--- src/rtl/seg_scan_mux_if.sv ---
// Display-side bundle for seg_scan_mux: frame data and controls in,
// segment/select pins and scan status out.
interface seg_scan_mux_if #(
  parameter int N_PHASE = 4,
  parameter int N_DIGIT = 8,
  parameter int SEL_W   = 9
);
  localparam int PH_W = $clog2(N_PHASE);

  logic [N_PHASE*N_DIGIT*8-1:0] SEG_DATA;
  logic [3:0]                   BRIGHT;
  logic                         FREEZE;
  logic [N_DIGIT*8-1:0]         SEG_OUT;
  logic [SEL_W-1:0]             SEG_SEL;
  logic [PH_W-1:0]              PHASE;
  logic                         FRAME_TICK;

  modport master (
    output SEG_DATA, BRIGHT, FREEZE,
    input  SEG_OUT, SEG_SEL, PHASE, FRAME_TICK
  );

  modport slave (
    input  SEG_DATA, BRIGHT, FREEZE,
    output SEG_OUT, SEG_SEL, PHASE, FRAME_TICK
  );
endinterface

--- src/rtl/seg_scan_mux.sv ---
// Time-multiplexed 7-segment scan driver: phase dwell counter, per-phase data
// latch, blanked and PWM-gated one-hot select, freeze and frame tick.
module seg_scan_digit #(
  parameter logic [7:0] RST_PATTERN = 8'hFC
) (
  input  logic       CLK,
  input  logic       RST,
  input  logic       en,
  input  logic [7:0] d,
  output logic [7:0] q
);
  always_ff @(posedge CLK or negedge RST)
    if (!RST)   q <= RST_PATTERN;
    else if (en) q <= d;
endmodule

module seg_scan_mux #(
  parameter int         N_PHASE         = 4,
  parameter int         N_DIGIT         = 8,
  parameter int         DWELL           = 65536,
  parameter int         BLANK           = 256,
  parameter int         SEL_W           = 9,
  parameter bit         SEL_ACTIVE_HIGH = 1'b1,
  parameter logic [7:0] RST_PATTERN     = 8'hFC
) (
  input logic           CLK,
  input logic           RST,
  seg_scan_mux_if.slave bus
);
  localparam int               PH_W     = $clog2(N_PHASE);
  localparam int               CNT_W    = $clog2(DWELL);
  localparam logic [SEL_W-1:0] SEL_IDLE = {SEL_W{~SEL_ACTIVE_HIGH}};

  logic [CNT_W-1:0]     cnt, cnt_nx;
  logic [PH_W-1:0]      ph, ph_nx;
  logic                 wrap, gate_nx, lit_nx, tick_q;
  logic [SEL_W-1:0]     sel_q, sel_nx;
  logic [N_DIGIT*8-1:0] ph_data, seg_q;

  assign wrap = (cnt == CNT_W'(DWELL-1));

  always_comb begin
    cnt_nx = wrap ? '0 : cnt + 1'b1;
    ph_nx  = ph;
    if (wrap && !bus.FREEZE)
      ph_nx = (ph == PH_W'(N_PHASE-1)) ? '0 : ph + 1'b1;
  end

  // Select is registered, so it is computed for the cycle about to start.
  assign gate_nx = (bus.BRIGHT == 4'd15) || (cnt_nx[3:0] < bus.BRIGHT);
  assign lit_nx  = gate_nx && (cnt_nx >= CNT_W'(BLANK));

  always_comb begin
    sel_nx = SEL_IDLE;
    if (lit_nx) sel_nx[ph_nx] = SEL_ACTIVE_HIGH;
  end

  always_ff @(posedge CLK or negedge RST)
    if (!RST) begin
      cnt    <= '0;
      ph     <= '0;
      sel_q  <= SEL_IDLE;
      tick_q <= 1'b0;
    end else begin
      cnt    <= cnt_nx;
      ph     <= ph_nx;
      sel_q  <= sel_nx;
      tick_q <= wrap && !bus.FREEZE && (ph == PH_W'(N_PHASE-1));
    end

  always_comb begin
    ph_data = '0;
    for (int p = 0; p < N_PHASE; p++)
      if (ph == PH_W'(p)) ph_data = bus.SEG_DATA[p*N_DIGIT*8 +: N_DIGIT*8];
  end

  // Data is captured once per phase, at the edge leaving cnt == 0.
  for (genvar d = 0; d < N_DIGIT; d++) begin : g_dig
    seg_scan_digit #(.RST_PATTERN(RST_PATTERN)) u_dig (
      .CLK (CLK),
      .RST (RST),
      .en  (cnt == '0),
      .d   (ph_data[d*8 +: 8]),
      .q   (seg_q[d*8 +: 8])
    );
  end

  assign bus.SEG_OUT    = seg_q;
  assign bus.SEG_SEL    = sel_q;
  assign bus.PHASE      = ph;
  assign bus.FRAME_TICK = tick_q;
endmodule

--- src/flat_wrapper.sv ---
// flat-port wrapper written by rule: the top's interface ports become plain ports
module seg_scan_mux_flat 
#(
  parameter int         N_PHASE         = 4,
  parameter int         N_DIGIT         = 8,
  parameter int         DWELL           = 65536,
  parameter int         BLANK           = 256,
  parameter int         SEL_W           = 9,
  parameter bit         SEL_ACTIVE_HIGH = 1'b1,
  parameter logic [7:0] RST_PATTERN     = 8'hFC
)
  (CLK, RST, bus_SEG_DATA, bus_BRIGHT, bus_FREEZE, bus_SEG_OUT, bus_SEG_SEL, bus_PHASE, bus_FRAME_TICK);
  seg_scan_mux_if #(.N_PHASE(N_PHASE), .N_DIGIT(N_DIGIT), .SEL_W(SEL_W)) bus_i ();
  input logic CLK;
  input logic RST;
  input wire logic [$bits(bus_i.SEG_DATA)-1:0] bus_SEG_DATA;
  input wire logic [$bits(bus_i.BRIGHT)-1:0] bus_BRIGHT;
  input wire logic [$bits(bus_i.FREEZE)-1:0] bus_FREEZE;
  output wire logic [$bits(bus_i.SEG_OUT)-1:0] bus_SEG_OUT;
  output wire logic [$bits(bus_i.SEG_SEL)-1:0] bus_SEG_SEL;
  output wire logic [$bits(bus_i.PHASE)-1:0] bus_PHASE;
  output wire logic [$bits(bus_i.FRAME_TICK)-1:0] bus_FRAME_TICK;
  assign bus_i.SEG_DATA = bus_SEG_DATA;
  assign bus_i.BRIGHT = bus_BRIGHT;
  assign bus_i.FREEZE = bus_FREEZE;
  assign bus_SEG_OUT = bus_i.SEG_OUT;
  assign bus_SEG_SEL = bus_i.SEG_SEL;
  assign bus_PHASE = bus_i.PHASE;
  assign bus_FRAME_TICK = bus_i.FRAME_TICK;
  seg_scan_mux #(.N_PHASE(N_PHASE), .N_DIGIT(N_DIGIT), .DWELL(DWELL), .BLANK(BLANK), .SEL_W(SEL_W), .SEL_ACTIVE_HIGH(SEL_ACTIVE_HIGH), .RST_PATTERN(RST_PATTERN)) u_core (.CLK(CLK), .RST(RST), .bus(bus_i));
endmodule
--- config.mk ---
export PLATFORM = sky130hd
export DESIGN_NAME = seg_scan_mux_flat
export DESIGN_NICKNAME = d
export VERILOG_FILES = /design/src/rtl/seg_scan_mux_if.sv /design/src/rtl/seg_scan_mux.sv /design/src/flat_wrapper.sv
export SDC_FILE = /design/constraint.sdc
export NUM_CORES = 1
export LEC_CHECK = 0
export BUFFER_PORTS_ARGS = -buffer_cell sky130_fd_sc_hd__buf_2
export CAP_MARGIN = 20
export CORE_MARGIN = 4
export CORE_UTILIZATION = 28
export DETAILED_ROUTE_END_ITERATION = 16
export GPL_TIMING_DRIVEN = 0
export HOLD_SLACK_MARGIN = 0.1
export SETUP_SLACK_MARGIN = 0.4
export SKIP_LAST_GASP = 1
export SLEW_MARGIN = 20
export SYNTH_ARGS = -nofsm -noshare
export SYNTH_HDL_FRONTEND = slang
export SYNTH_HIERARCHICAL = 1
export SYNTH_SLANG_ARGS = --single-unit
--- constraint.sdc ---
create_clock -name CLK -period 2.5 [get_ports CLK]
set_clock_uncertainty 0.1 [all_clocks]
set_input_delay 0.5 -clock CLK [delete_from_list [all_inputs] [get_ports CLK]]
set_output_delay 0.5 -clock CLK [all_outputs]
set_load 0.01 [all_outputs]
* Word level (Yosys, flattened, before mapping)
Cells that the tools add are included.
** Word-level totals
- Bits in registers :: 92
- Bits in latches :: 0
- Memory bits (writable) :: 0
- Memory bits (read-only) :: 0
- Input bits :: 263
- Output and inout port bits :: 76
- Logic and storage cells :: 41
- Memories kept :: 0
** Operators by class
- $add $sub $neg :: 2
- Multipliers :: 0
- Divide/modulo/power cells :: 0
- Magnitude comparators :: 4
- Equal/unequal tests :: 5
- Shifts and indexed selects :: 0
- Muxes and demuxes :: 10
- Bitwise logic cells :: 0
- Reductions and logical operators :: 8
** Operator list (number)
- two-way mux 64 bit :: 4
- adder 16 x 1 -> 16 bit, second input constant :: 1
- equality test 16 bit, second input constant :: 1
- greater-or-equal comparator 16 x 9 -> 1 bit, second input constant :: 1
- zero test 16 bit :: 1
- two-way mux 16 bit :: 1
- less-than comparator 2 x 5 -> 1 bit, second input constant :: 1
- equality test 2 bit, second input constant :: 2
- equality test 4 bit, second input constant :: 1
- logical AND 1 bit :: 4
- less-than comparator 4 bit :: 1
- two-way mux 2 bit :: 2
- two-way mux 4 bit :: 1
- adder 2 x 1 -> 2 bit, second input constant :: 1
- demux 1 bit (select 2 bit) :: 1
- equality test 2 x 1 -> 1 bit, second input constant :: 1
- greater-or-equal comparator 2 x 1 -> 1 bit, second input constant :: 1
- zero test 2 bit :: 1
- zero test 1 bit :: 1
- logical OR 1 bit :: 1
- two-way mux 1 bit :: 1

* Longest topological paths before layout
Gate-level depths: netlist (run 1).
- Depth after elaboration :: 8
- Depth in mapped cells :: 10

* By module
The synthesis (run 1) kept the hierarchy.
** Modules (own cells, without submodules)
- seg_scan_mux :: times used 1, cells each 510, area an instance 3236.9 µm², seq. area each 575.6 µm²
- seg_scan_digit :: times used 8, cells each 17, area an instance 339.1 µm², seq. area each 207.7 µm²

* Least setup slack after synthesis (run 1)
No wires, ideal clock.
- Kind :: reg2reg
- Start point :: reg u_core.cnt[0]
- End point :: reg u_core.sel_q[2] (netlist: u_core/bus.SEG_SEL[2])
- Library setup time :: 0.147 ns
- Arrival :: 2.355 ns
- Path slack :: -0.102 ns
- Cell stages (with the launch flop) :: 9
- Clock period less this slack :: 2.602 ns
- Path through :: dfrtp_1 > ha_1 > nand4_2 > nor4_4 > and2b_2 > ha_1 > or4b_2 > nand3_1 > a211oi_1
** Between the ends
- Elaborated cells on any way between the ends :: 15
** RTL lines
- from (decl) :: line seg_scan_mux.sv:34 : logic [CNT_W-1:0] cnt, cnt_nx;
- from (signal assigned) :: line seg_scan_mux.sv:65 : cnt <= cnt_nx;
- adder 16 x 1 -> 16 bit or equality test 16 bit (tied branches) :: line seg_scan_mux.sv:43, seg_scan_mux.sv:40
- two-way mux 16 bit (*) :: line seg_scan_mux.sv:43 : cnt_nx = wrap ? '0 : cnt + 1'b1;
- net u_core.cnt_nx[1] :: line seg_scan_mux.sv:34
- branches (longest 2 deep; another with greater-or-equal comparator 16 x 9 -> 1 bit)
- logical AND 1 bit (*) :: line seg_scan_mux.sv:51 : assign lit_nx = gate_nx && (cnt_nx >= CNT_W'(BLANK));
- two-way mux 4 bit (*) :: line seg_scan_mux.sv:55 : if (lit_nx) sel_nx[ph_nx] = SEL_ACTIVE_HIGH;
- net u_core.sel_nx[2] :: line seg_scan_mux.sv:37 : logic [SEL_W-1:0] sel_q, sel_nx;
- to (signal assigned) :: line seg_scan_mux.sv:67 : sel_q <= sel_nx;
- to (decl) :: line seg_scan_mux.sv:37
Mark *: on every way through the listed nets, which the timed path passes.
A chain may end at the register's enable or synchronous reset.

* Worst setup path after layout (run 1)
- Start point :: reg u_core.cnt[1]
- End point :: reg u_core.sel_q[1] (netlist: u_core/bus.SEG_SEL[1])
The elaborated chain is that of the path after synthesis.

==> reports/results.txt, run 1 <==
Lkg Pwr -> 4.25 nW
FF+latch count, synth -> 87
largest fanout on the critical path -> 4
Die Area -> 23600 um2
Remaining DRCs -> 0
fmax -> 0.412 GHz
Die Width -> 154 um
Crit. Startpoint -> u_core/cnt[1]
Filler cells -> 2153
Hold Path Class -> primary input to flop
GRT Total Usage -> 0.176
final count of hold timing violations -> 0
worst hold margin -> 395 ps
maxcap violations -> 0
cell depth of the worst setup path -> 8
Reg2Reg Depth -> 8
CP arrival -> 2520 ps
Total Wirelength -> 22100 um
Slew @ Worst Pin -> 570 ps
Power, Total -> 3.46 mW
GPL Wtd Cong -> 0.942
Tcrit/Tclk final -> 0.970
Mean Syn Cell Area -> 9.21 um2
Mapped Area -> 5950 um2
worst hold start -> bus_SEG_DATA[217]
diode count -> 0
row cnt -> 53
antenna viol nets, final -> 0
pre-CTS WS -> -703 ps
CTS Buf Count -> 9
Critical path destination -> u_core/bus.SEG_SEL[1]
initial core utilization -> 0.284
PortBufs -> 333
Ys Warns -> 6
crit-path most repeated cell -> ha_4
vias -> 6209
most frequent cells in the layout -> buf_2 (333), nor2_1 (76), nand2_1 (73)
crit path time final -> 2420 ps
Synth Flop Type -> dfstp_2
Cell Chain, Critical Path -> ha_4, nand4_4, nor4_4, and2b_2, ha_4, or4b_4, nand3_4, a211oi_2
async set-reset flop share out of synthesis -> 1.00
setup TNS -> 0 ps
FF-to-FF setup slack -> 80 ps
Area growth syn-to-layout -> 45.5%
clock edge transition at the registers on the reported setup and hold paths -> 70 ps
initial antenna violation count -> 0
pin count of the biggest net entering global routing -> 47
cell count after synthesis -> 646
setup violators final -> 0
pwr/cell area -> 400 nW/um2
H-tree depth -> 3
share of the synthesized area in the top cell type -> 0.212
die height -> 154 um
Pins Over Slew Limit -> 0
Netlist cell types -> 45
DR iter-0 viols -> 315
drt first pass iters -> 5
number of flops mapped to enable cells by yosys -> 0
worst-skew pair later-pin latency -> 340 ps
share of layout cells above drive strength 1 -> 0.541
Placeable Area -> 21000 um2
Crit path buffers/inverters -> 0
Crit path max-delay family -> simple AND/OR/NAND/NOR gates
final core utilization -> 0.413
setup ws final -> 75.7 ps
slew margin rel. -> 0.620
Setup crit end kind -> flop
worst vdd ir -> 0.239 mV
post-DP HPWL -> 17500 um
status -> complete, no violations
vias per cell -> 4.81
Avg WL per Cell -> 17.1 um
cell accounting for the most synthesized area -> dfstp_2
Area contributors post-synth -> dfstp_2 (21%), dfrtp_1 (16%), mux2_4 (16%), a22oi_1 (7.9%), o21ai_0 (5.6%)
Worst R2R End -> u_core/bus.SEG_SEL[1]
reg-to-reg critical path startpoint -> u_core/cnt[1]
RSZ-0062 raised after global routing -> true
CP peak stage delay -> 460 ps
crit start category -> flop
Overflow after GRT -> 0
CTS Sinks -> 87
CP max stage cell -> or4b_4
Final Net Count -> 1283
Worst EP required -> 2590 ps
first-pass GRT wire length -> 33400 um
CTS tree -> done
number of global-route vias before repair -> 6159
Max Root-Sink Buffers -> 2
post-synthesis sequential area ratio -> 0.376
WS Path Type -> flop to flop
CTS Root Buffer Type -> clkbuf_16
io pins -> 339
commonest non-fill, non-tap cell in the layout -> buf_2
report_power, final:
group          internal, mW  total (mW)  switching [mW]
clock network         0.809        1.39           0.580
logic                 0.314       0.550           0.236
registers              1.49        1.52          0.0282
sequential cells by signal (all words and copies together), names as in the netlist:
signal                 flops
u_core/bus.SEG_SEL         4
u_core/bus.FRAME_TICK      1
u_core/g_dig.u_dig/q      64
u_core/bus.PHASE           2
u_core/cnt                16
through the flow:
step	area (um2)	std cells
after floorplan	6000	650
after global placement	8010	1258
after detailed placement	8040	1259
after CTS	8620	1288
after global routing	8660	1291
final	8660	1291
Yosys cell counts, types with 2 or more instances:
cell,count
xor2_1,9
o21ai_0,67
a211oi_1,5
buf_6,9
xnor2_1,6
nor3_1,6
dfstp_2,48
a22oi_1,63
inv_1,9
buf_4,5
mux2_4,64
a21oi_1,65
mux2_2,4
nand3_1,10
nor2b_1,2
nand2_1,73
and3_1,4
nor2_1,76
dfrtp_1,39
nand4_1,4
clkbuf_1,41
ha_1,9
mux2i_1,2
and2_1,2
nor4_1,4
kinds of logic after synthesis:
logic type,share of synthesized area
compound gates,0.203
simple gates,0.145
flops,0.376
mux,0.172
buf+inv,0.0620
xor+xnor,0.0221
fa+ha+maj,0.0189
other cells,0.000630
what timing repair did:
| item | CTS | global route |
|---|---|---|
| gates resized for setup | 68 | 5 |
| hold endpoints to repair | 18 | 0 |
| gates cloned | 0 | 0 |
| setup buffers | 12 | 3 |
| endpoints found under the setup margin | 68 | 70 |
| hold buffers | 1 | 0 |
| pin swaps | 7 | 6 |
routing by layer:
layer / global-route usage / share of wire
met1: 0.229 / 0.43
met2: 0.301 / 0.49
met3: 0.0298 / 0.063
met4: 0.0534 / 0.017
met5: 0 / 0
area by class of cell:
type | instances | area [um2] | share of cell area
Tap cell | 275 | 344 | 0.0398
Multi-Input combinational cell | 496 | 3470 | 0.401
Timing Repair Buffer | 350 | 1820 | 0.211
Buffer | 58 | 439 | 0.0507
Clock inverter | 4 | 55.1 | 0.00636
Inverter | 9 | 33.8 | 0.00390
Clock buffer | 12 | 246 | 0.0285
Sequential cell | 87 | 2240 | 0.259
worst min-delay path by stage:
stage | depth (start not counted) | end
global placement | 1 | u_core/g_dig[7].u_dig/q[0]
detailed placement | 1 | u_core/g_dig[7].u_dig/q[1]
CTS | 4 | u_core/g_dig[3].u_dig/q[1]
floorplan | 0 | u_core/bus.FRAME_TICK
global route | 4 | u_core/g_dig[1].u_dig/q[0]
finish | 4 | u_core/g_dig[3].u_dig/q[1]
worst min-delay path, stage by stage:
cell	delay (ps)
buf_2	70
nand2_1	40
o21ai_0	60
mux2_4	130
Power figures use the tool's default switching activity.
==> run 2, diff against run 1 <==
--- a/config.mk
+++ b/config.mk
@@ -10,7 +10,7 @@
 export CORE_MARGIN = 4
 export CORE_UTILIZATION = 28
 export DETAILED_ROUTE_END_ITERATION = 16
-export GPL_TIMING_DRIVEN = 0
+export GPL_TIMING_DRIVEN = 1
 export HOLD_SLACK_MARGIN = 0.1
 export SETUP_SLACK_MARGIN = 0.4
 export SKIP_LAST_GASP = 1
==> constraint.sdc (replaced) <==
create_clock -name CLK -period 2.5 [get_ports CLK]
set_clock_uncertainty 0.1 [all_clocks]
set_input_delay 0.375 -clock CLK [delete_from_list [all_inputs] [get_ports CLK]]
set_output_delay 0.375 -clock CLK [all_outputs]
set_load 0.01 [all_outputs]
==> reports/results.txt, run 2 (synthesis gave the netlist of run 1 again) <==
Final Net Count -> 1269 (-1.1%)
antenna viol nets, final -> 0 (unchanged)
FF-to-FF setup slack -> 180 ps (+110 ps)
Hold Path Class -> primary input to flop
first-pass GRT wire length -> 31900 um (-4.5%)
commonest non-fill, non-tap cell in the layout -> buf_2
CTS tree -> done
setup TNS -> 0 ps (unchanged)
Area growth syn-to-layout -> 51.3%
share of layout cells above drive strength 1 -> 0.563 (+0.0215)
Lkg Pwr -> 4.35 nW (+2.3%)
row cnt -> 53 (unchanged)
final instance area -> 9000 um2 (+4.0%)
crit path time final -> 2320 ps (-107 ps)
GRT Total Usage -> 0.169 (-0.00756)
Slew @ Worst Pin -> 520 ps (-50.3 ps)
initial core utilization -> 0.284 (unchanged)
Total Wirelength -> 21600 um (-2.4%)
worst hold start -> bus_SEG_DATA[232]
vias -> 6119 (-1.4%)
Avg WL per Cell -> 16.9 um (-1.4%)
maxcap violations -> 0 (unchanged)
initial antenna violation count -> 0 (unchanged)
crit-path most repeated cell -> ha_4
slew margin rel. -> 0.653 (+0.0336)
most frequent cells in the layout -> buf_2 (332), nor2_1 (75), nand2_1 (73)
Remaining DRCs -> 0 (unchanged)
final count of hold timing violations -> 0 (unchanged)
H-tree depth -> 3 (unchanged)
Pins Over Slew Limit -> 0 (unchanged)
number of global-route vias before repair -> 5798 (-5.9%)
fmax -> 0.432 GHz (+4.6%)
CTS Buf Count -> 9 (unchanged)
WS Path Type -> flop to flop
RSZ-0062 raised after global routing -> true
reg-to-reg critical path startpoint -> u_core/cnt[0]
Tcrit/Tclk final -> 0.927 (-0.0428)
Placeable Area -> 21000 um2 (unchanged)
pwr/cell area -> 385 nW/um2 (-3.6%)
Max Root-Sink Buffers -> 2 (unchanged)
Cell Chain, Critical Path -> ha_4, nand4_4, nor4_4, and2b_2, ha_4, or4b_4, nand3_4, a211oi_1
CTS Sinks -> 87 (unchanged)
Overflow after GRT -> 0 (unchanged)
worst-skew pair later-pin latency -> 350 ps (about the same)
placed cell areas -> 8000 um2 (-0.51%)
status -> complete, no violations
clock edge transition at the registers on the reported setup and hold paths -> 70 ps (about the same)
GPL Wtd Cong -> 0.932 (-1.0%)
diode count -> 0 (unchanged)
CP peak stage delay -> 470 ps (about the same)
setup violators final -> 0 (unchanged)
CP max stage cell -> or4b_4
WHS Path Cells -> 4 (unchanged)
Die Area -> 23600 um2 (unchanged)
drt first pass iters -> 6 (+1)
CP arrival -> 2440 ps (-80 ps)
post-DP HPWL -> 15300 um (-12%)
CTS Root Buffer Type -> clkbuf_16
Reg2Reg Depth -> 8 (unchanged)
vias per cell -> 4.79 (-0.37%)
crit start category -> flop
max reg flops -> 64 (unchanged)
Worst EP required -> 2620 ps (+30 ps)
Die Width -> 154 um (unchanged)
Setup crit end kind -> flop
largest register by flop count -> u_core/g_dig.u_dig/q
Worst R2R End -> u_core/bus.SEG_SEL[3]
io pins -> 339 (unchanged)
worst vdd ir -> 0.274 mV (+15%)
DR iter-0 viols -> 352 (+12%)
PortBufs -> 333 (unchanged)
pin count of the biggest net entering global routing -> 67 (+43%)
largest fanout on the critical path -> 4 (unchanged)
die height -> 154 um (unchanged)
Hold Crit Endpoint -> u_core/g_dig[5].u_dig/q[0]
run 2: changes by cell type in the layout (fill, tap and decap cells not counted), moves of 8 or more:
cell / delta
clkbuf_1: -18
buf_4: +12
clkbuf_2: -11
clkbuf_4: -9
buf_6: -8
buf_12: +13
run 2: how the worst max path moves through the flow:
stage | from | endpoint | cells past startpoint
2_1_floorplan | u_core/cnt[15] | u_core/bus.SEG_SEL[2] | 8
3_3_place_gp | u_core/cnt[1] | u_core/bus.SEG_SEL[2] | 8
3_5_place_dp | u_core/cnt[13] | u_core/bus.SEG_SEL[1] | 8
4_1_cts | u_core/cnt[11] | u_core/bus.SEG_SEL[1] | 8
5_1_grt | u_core/cnt[1] | u_core/bus.SEG_SEL[0] | 8
6_report | u_core/cnt[0] | u_core/bus.SEG_SEL[3] | 8
run 2: where the power goes:
group	switching, mW	total, mW	internal (mW)	leakage (nW)
Combinational	0.237	0.547	0.310	3.21
Sequential	0.0283	1.52	1.49	0.986
Clock	0.594	1.40	0.808	0.149
run 2: metrics by stage:
stage / power, mW / instances / worst slack, ps / hold slack (ps) / utilization
4_1_cts: 3.53 / 1266 / 221 / 251 / 0.416
5_1_grt: 3.66 / 1277 / 136 / 261 / 0.429
2_1_floorplan: 1.75 / 650 / 187 / -20.6 / -
6_report: 3.47 / 1277 / 183 / 267 / 0.429
3_5_place_dp: 2.08 / 1225 / 100 / 283 / 0.382
3_3_place_gp: 2.08 / 1225 / 148 / 273 / 0.382
run 2: worst max-delay path: cells and delay by family (launching register included):
kind / cells / cell delay, ps
flops: 1 / 400
compound gates: 1 / 50
simple gates: 5 / 1210
fa+ha+maj: 2 / 440
run 2: final cells by class:
class	instances	area [um2]
timing repair buffer	394	2520
fill	2090	12000
sequential	87	2250
multi-input combinational	496	3550
clock inverter	6	68.8
clock buffer	10	239
tap	275	344
inverter	9	36.3
run 2: repair_timing:
action	4_1_cts	5_1_grt
hold endpoints to repair	10	0
setup endpoints to repair	40	66
pin swaps	2	2
cloned	5	3
gates resized for setup	22	37
setup buffers	19	8
hold buffers	1	0
run 2: metal layers:
| metal | vias up | routed length [um] | track usage |
|---|---|---|---|
| met3 | 22 | 1610 | 0.0414 |
| met4 | 0 | 315 | 0.0416 |
| met1 | 2851 | 9030 | 0.218 |
| li1 | 2992 | - | - |
| met5 | - | 0 | 0 |
| met2 | 254 | 10600 | 0.285 |
==> run 3, diff against run 2 <==
--- a/config.mk
+++ b/config.mk
@@ -12,6 +12,8 @@
 export DETAILED_ROUTE_END_ITERATION = 16
 export GPL_TIMING_DRIVEN = 1
 export HOLD_SLACK_MARGIN = 0.1
+export PLACE_DENSITY_LB_ADDON = 0.15
+export REMOVE_ABC_BUFFERS = 1
 export SETUP_SLACK_MARGIN = 0.4
 export SKIP_LAST_GASP = 1
 export SLEW_MARGIN = 20
==> reports/results.txt, run 3 (synthesis gave the netlist of run 1 again) <==
final count of hold timing violations -> 0 (unchanged)
status -> complete, no violations
Placed Instances -> 1234 (+0.73%)
Placeable Area -> 21000 um2 (unchanged)
Hold Path Class -> primary input to flop
initial core utilization -> 0.284 (unchanged)
fmax -> 0.431 GHz (-0.13%)
pwr/cell area -> 380 nW/um2 (-1.4%)
pin count of the biggest net entering global routing -> 84 (+25%)
post-DP HPWL -> 15800 um (+3.2%)
crit path time final -> 2320 ps (+3.08 ps)
FF-to-FF setup slack -> 180 ps (about the same)
RSZ-0062 raised after global routing -> true
Remaining DRCs -> 0 (unchanged)
CP arrival -> 2450 ps (about the same)
Top Usage Layer GRT -> met2
routing usage on met2 -> 0.311 (+0.0269)
antenna viol nets, final -> 0 (unchanged)
Overflow after GRT -> 0 (unchanged)
most frequent cells in the layout -> buf_2 (332), nor2_1 (76), nand2_1 (73)
Crit path buffers/inverters -> 0 (unchanged)
DR iter-0 viols -> 334 (-5.1%)
vias per cell -> 4.65 (-2.9%)
Setup crit end kind -> flop
pre-CTS WS -> -82.5 ps (-183 ps)
vias -> 5934 (-3.0%)
met1 Use GR -> 0.234 (+0.0163)
PortBufs -> 333 (unchanged)
H-tree depth -> 3 (unchanged)
maxcap violations -> 0 (unchanged)
Crit path max-delay family -> simple AND/OR/NAND/NOR gates
die height -> 154 um (unchanged)
max reg flops -> 64 (unchanged)
GRT Total Usage -> 0.180 (+0.0112)
setup violators final -> 0 (unchanged)
commonest non-fill, non-tap cell in the layout -> buf_2
CTS Buf Count -> 9 (unchanged)
share of layout cells above drive strength 1 -> 0.556 (-0.00687)
Tcrit/Tclk final -> 0.928 (+0.00123)
cell depth of the worst setup path -> 8 (unchanged)
io pins -> 339 (unchanged)
GRT met3 Usage -> 0.0279 (-0.0135)
number of global-route vias before repair -> 5714 (-1.4%)
clock edge transition at the registers on the reported setup and hold paths -> 70 ps (about the same)
worst vdd ir -> 0.309 mV (+13%)
Avg WL per Cell -> 17.8 um (+5.3%)
Worst EP required -> 2630 ps (about the same)
initial antenna violation count -> 0 (unchanged)
GPL Wtd Cong -> 0.797 (-14%)
CP peak stage delay -> 460 ps (about the same)
Max Root-Sink Buffers -> 2 (unchanged)
drt first pass iters -> 5 (-1)
diode count -> 0 (unchanged)
reg-to-reg critical path startpoint -> u_core/cnt[0]
crit start category -> flop
WS Path Type -> flop to flop
crit-path most repeated cell -> ha_4
Total Wirelength -> 22700 um (+5.1%)
CTS tree -> done
Critical path destination -> u_core/bus.SEG_SEL[3]
CTS Root Buffer Type -> clkbuf_16
Crit. Startpoint -> u_core/cnt[0]
setup ws final -> 180 ps (-3.08 ps)
Lkg Pwr -> 4.36 nW (+0.13%)
CP max stage cell -> or4b_4
first-pass GRT wire length -> 33500 um (+4.8%)
row cnt -> 53 (unchanged)
Reg2Reg Depth -> 8 (unchanged)
Die Width -> 154 um (unchanged)
largest register by flop count -> u_core/g_dig.u_dig/q
largest fanout on the critical path -> 4 (unchanged)
Die Area -> 23600 um2 (unchanged)
Area growth syn-to-layout -> 51.0%
worst-skew pair later-pin latency -> 340 ps (about the same)
Worst R2R End -> u_core/bus.SEG_SEL[3]
fin cells -> 1275 (-0.16%)
Pins Over Slew Limit -> 0 (unchanged)
CTS Sinks -> 87 (unchanged)
Cell Chain, Critical Path -> ha_4, nand4_4, nor4_4, and2b_2, ha_4, or4b_4, nand3_4, a211oi_2
Final Net Count -> 1267 (-0.16%)
[run 3: cell types whose count changed in the layout (fill, tap and decap cells not counted), sizes merged]
cell	change
clkbuf	+1
inv	-1
clkinv	-1
clkinvlp	+1
buf	-4
bufbuf	+2
[run 3: routing by layer]
layer  part of all wire  vias up  wire [um]
met5                  0        -          0
met4              0.016        0        365
met3              0.052       18       1190
met2               0.51      196      11500
met1               0.42     2717       9610
li1                   -     3003          -
[run 3: final cells by class]
| cell class | instances | area, um2 |
|---|---|---|
| multi-input combinational | 496 | 3550 |
| timing repair buffer | 392 | 2530 |
| clock inverter | 5 | 58.8 |
| inverter | 9 | 36.3 |
| clock buffer | 11 | 233 |
| sequential | 87 | 2240 |
| fill | 2132 | 12000 |
| tap | 275 | 344 |
[run 3: what timing repair did]
| item | in CTS | in global routing |
|---|---|---|
| gates cloned | 8 | 4 |
| endpoints found under the setup margin | 49 | 70 |
| endpoints found under the hold margin | 17 | 0 |
| hold buffers | 1 | 0 |
| pin swaps | 4 | 7 |
| setup buffers | 9 | 3 |
| resized for setup | 31 | 25 |
[run 3: worst min path at each step]
stage                                  to              start  depth (start not counted)
6_report       u_core/g_dig[7].u_dig/q[6]  bus_SEG_DATA[254]                          4
5_1_grt        u_core/g_dig[7].u_dig/q[6]  bus_SEG_DATA[254]                          4
4_1_cts        u_core/g_dig[7].u_dig/q[6]  bus_SEG_DATA[254]                          4
3_5_place_dp   u_core/g_dig[3].u_dig/q[1]                RST                          1
3_3_place_gp   u_core/g_dig[3].u_dig/q[1]                RST                          1
2_1_floorplan       u_core/bus.FRAME_TICK                RST                          0
[run 3: where the power goes]
group / total (mW) / switching, mW / internal (mW) / leakage [nW]
clock network: 1.35 / 0.576 / 0.776 / 0.136
registers: 1.52 / 0.0263 / 1.49 / 0.998
logic: 0.546 / 0.237 / 0.309 / 3.22
[run 3: tightest hold or removal path: cells and delay by family]
family / cells / cell delay (ps)
AOI/OAI and AO/OA: 1 / 60
buffers and inverters: 1 / 80
and+or+nand+nor: 1 / 30
muxes: 1 / 140
[run 3: stage by stage]
step | TNS [ps] | util | area [um2] | total power [mW] | hold slack [ps]
floorplan | -134650 | - | 5630 | 1.75 | -20.6
global placement | -293 | 0.383 | 8040 | 2.08 | 264
detailed placement | -303 | 0.383 | 8040 | 2.08 | 268
CTS | 0 | 0.419 | 8780 | 3.48 | 249
global route | 0 | 0.429 | 8990 | 3.60 | 267
finish | 0 | 0.429 | 8990 | 3.42 | 267
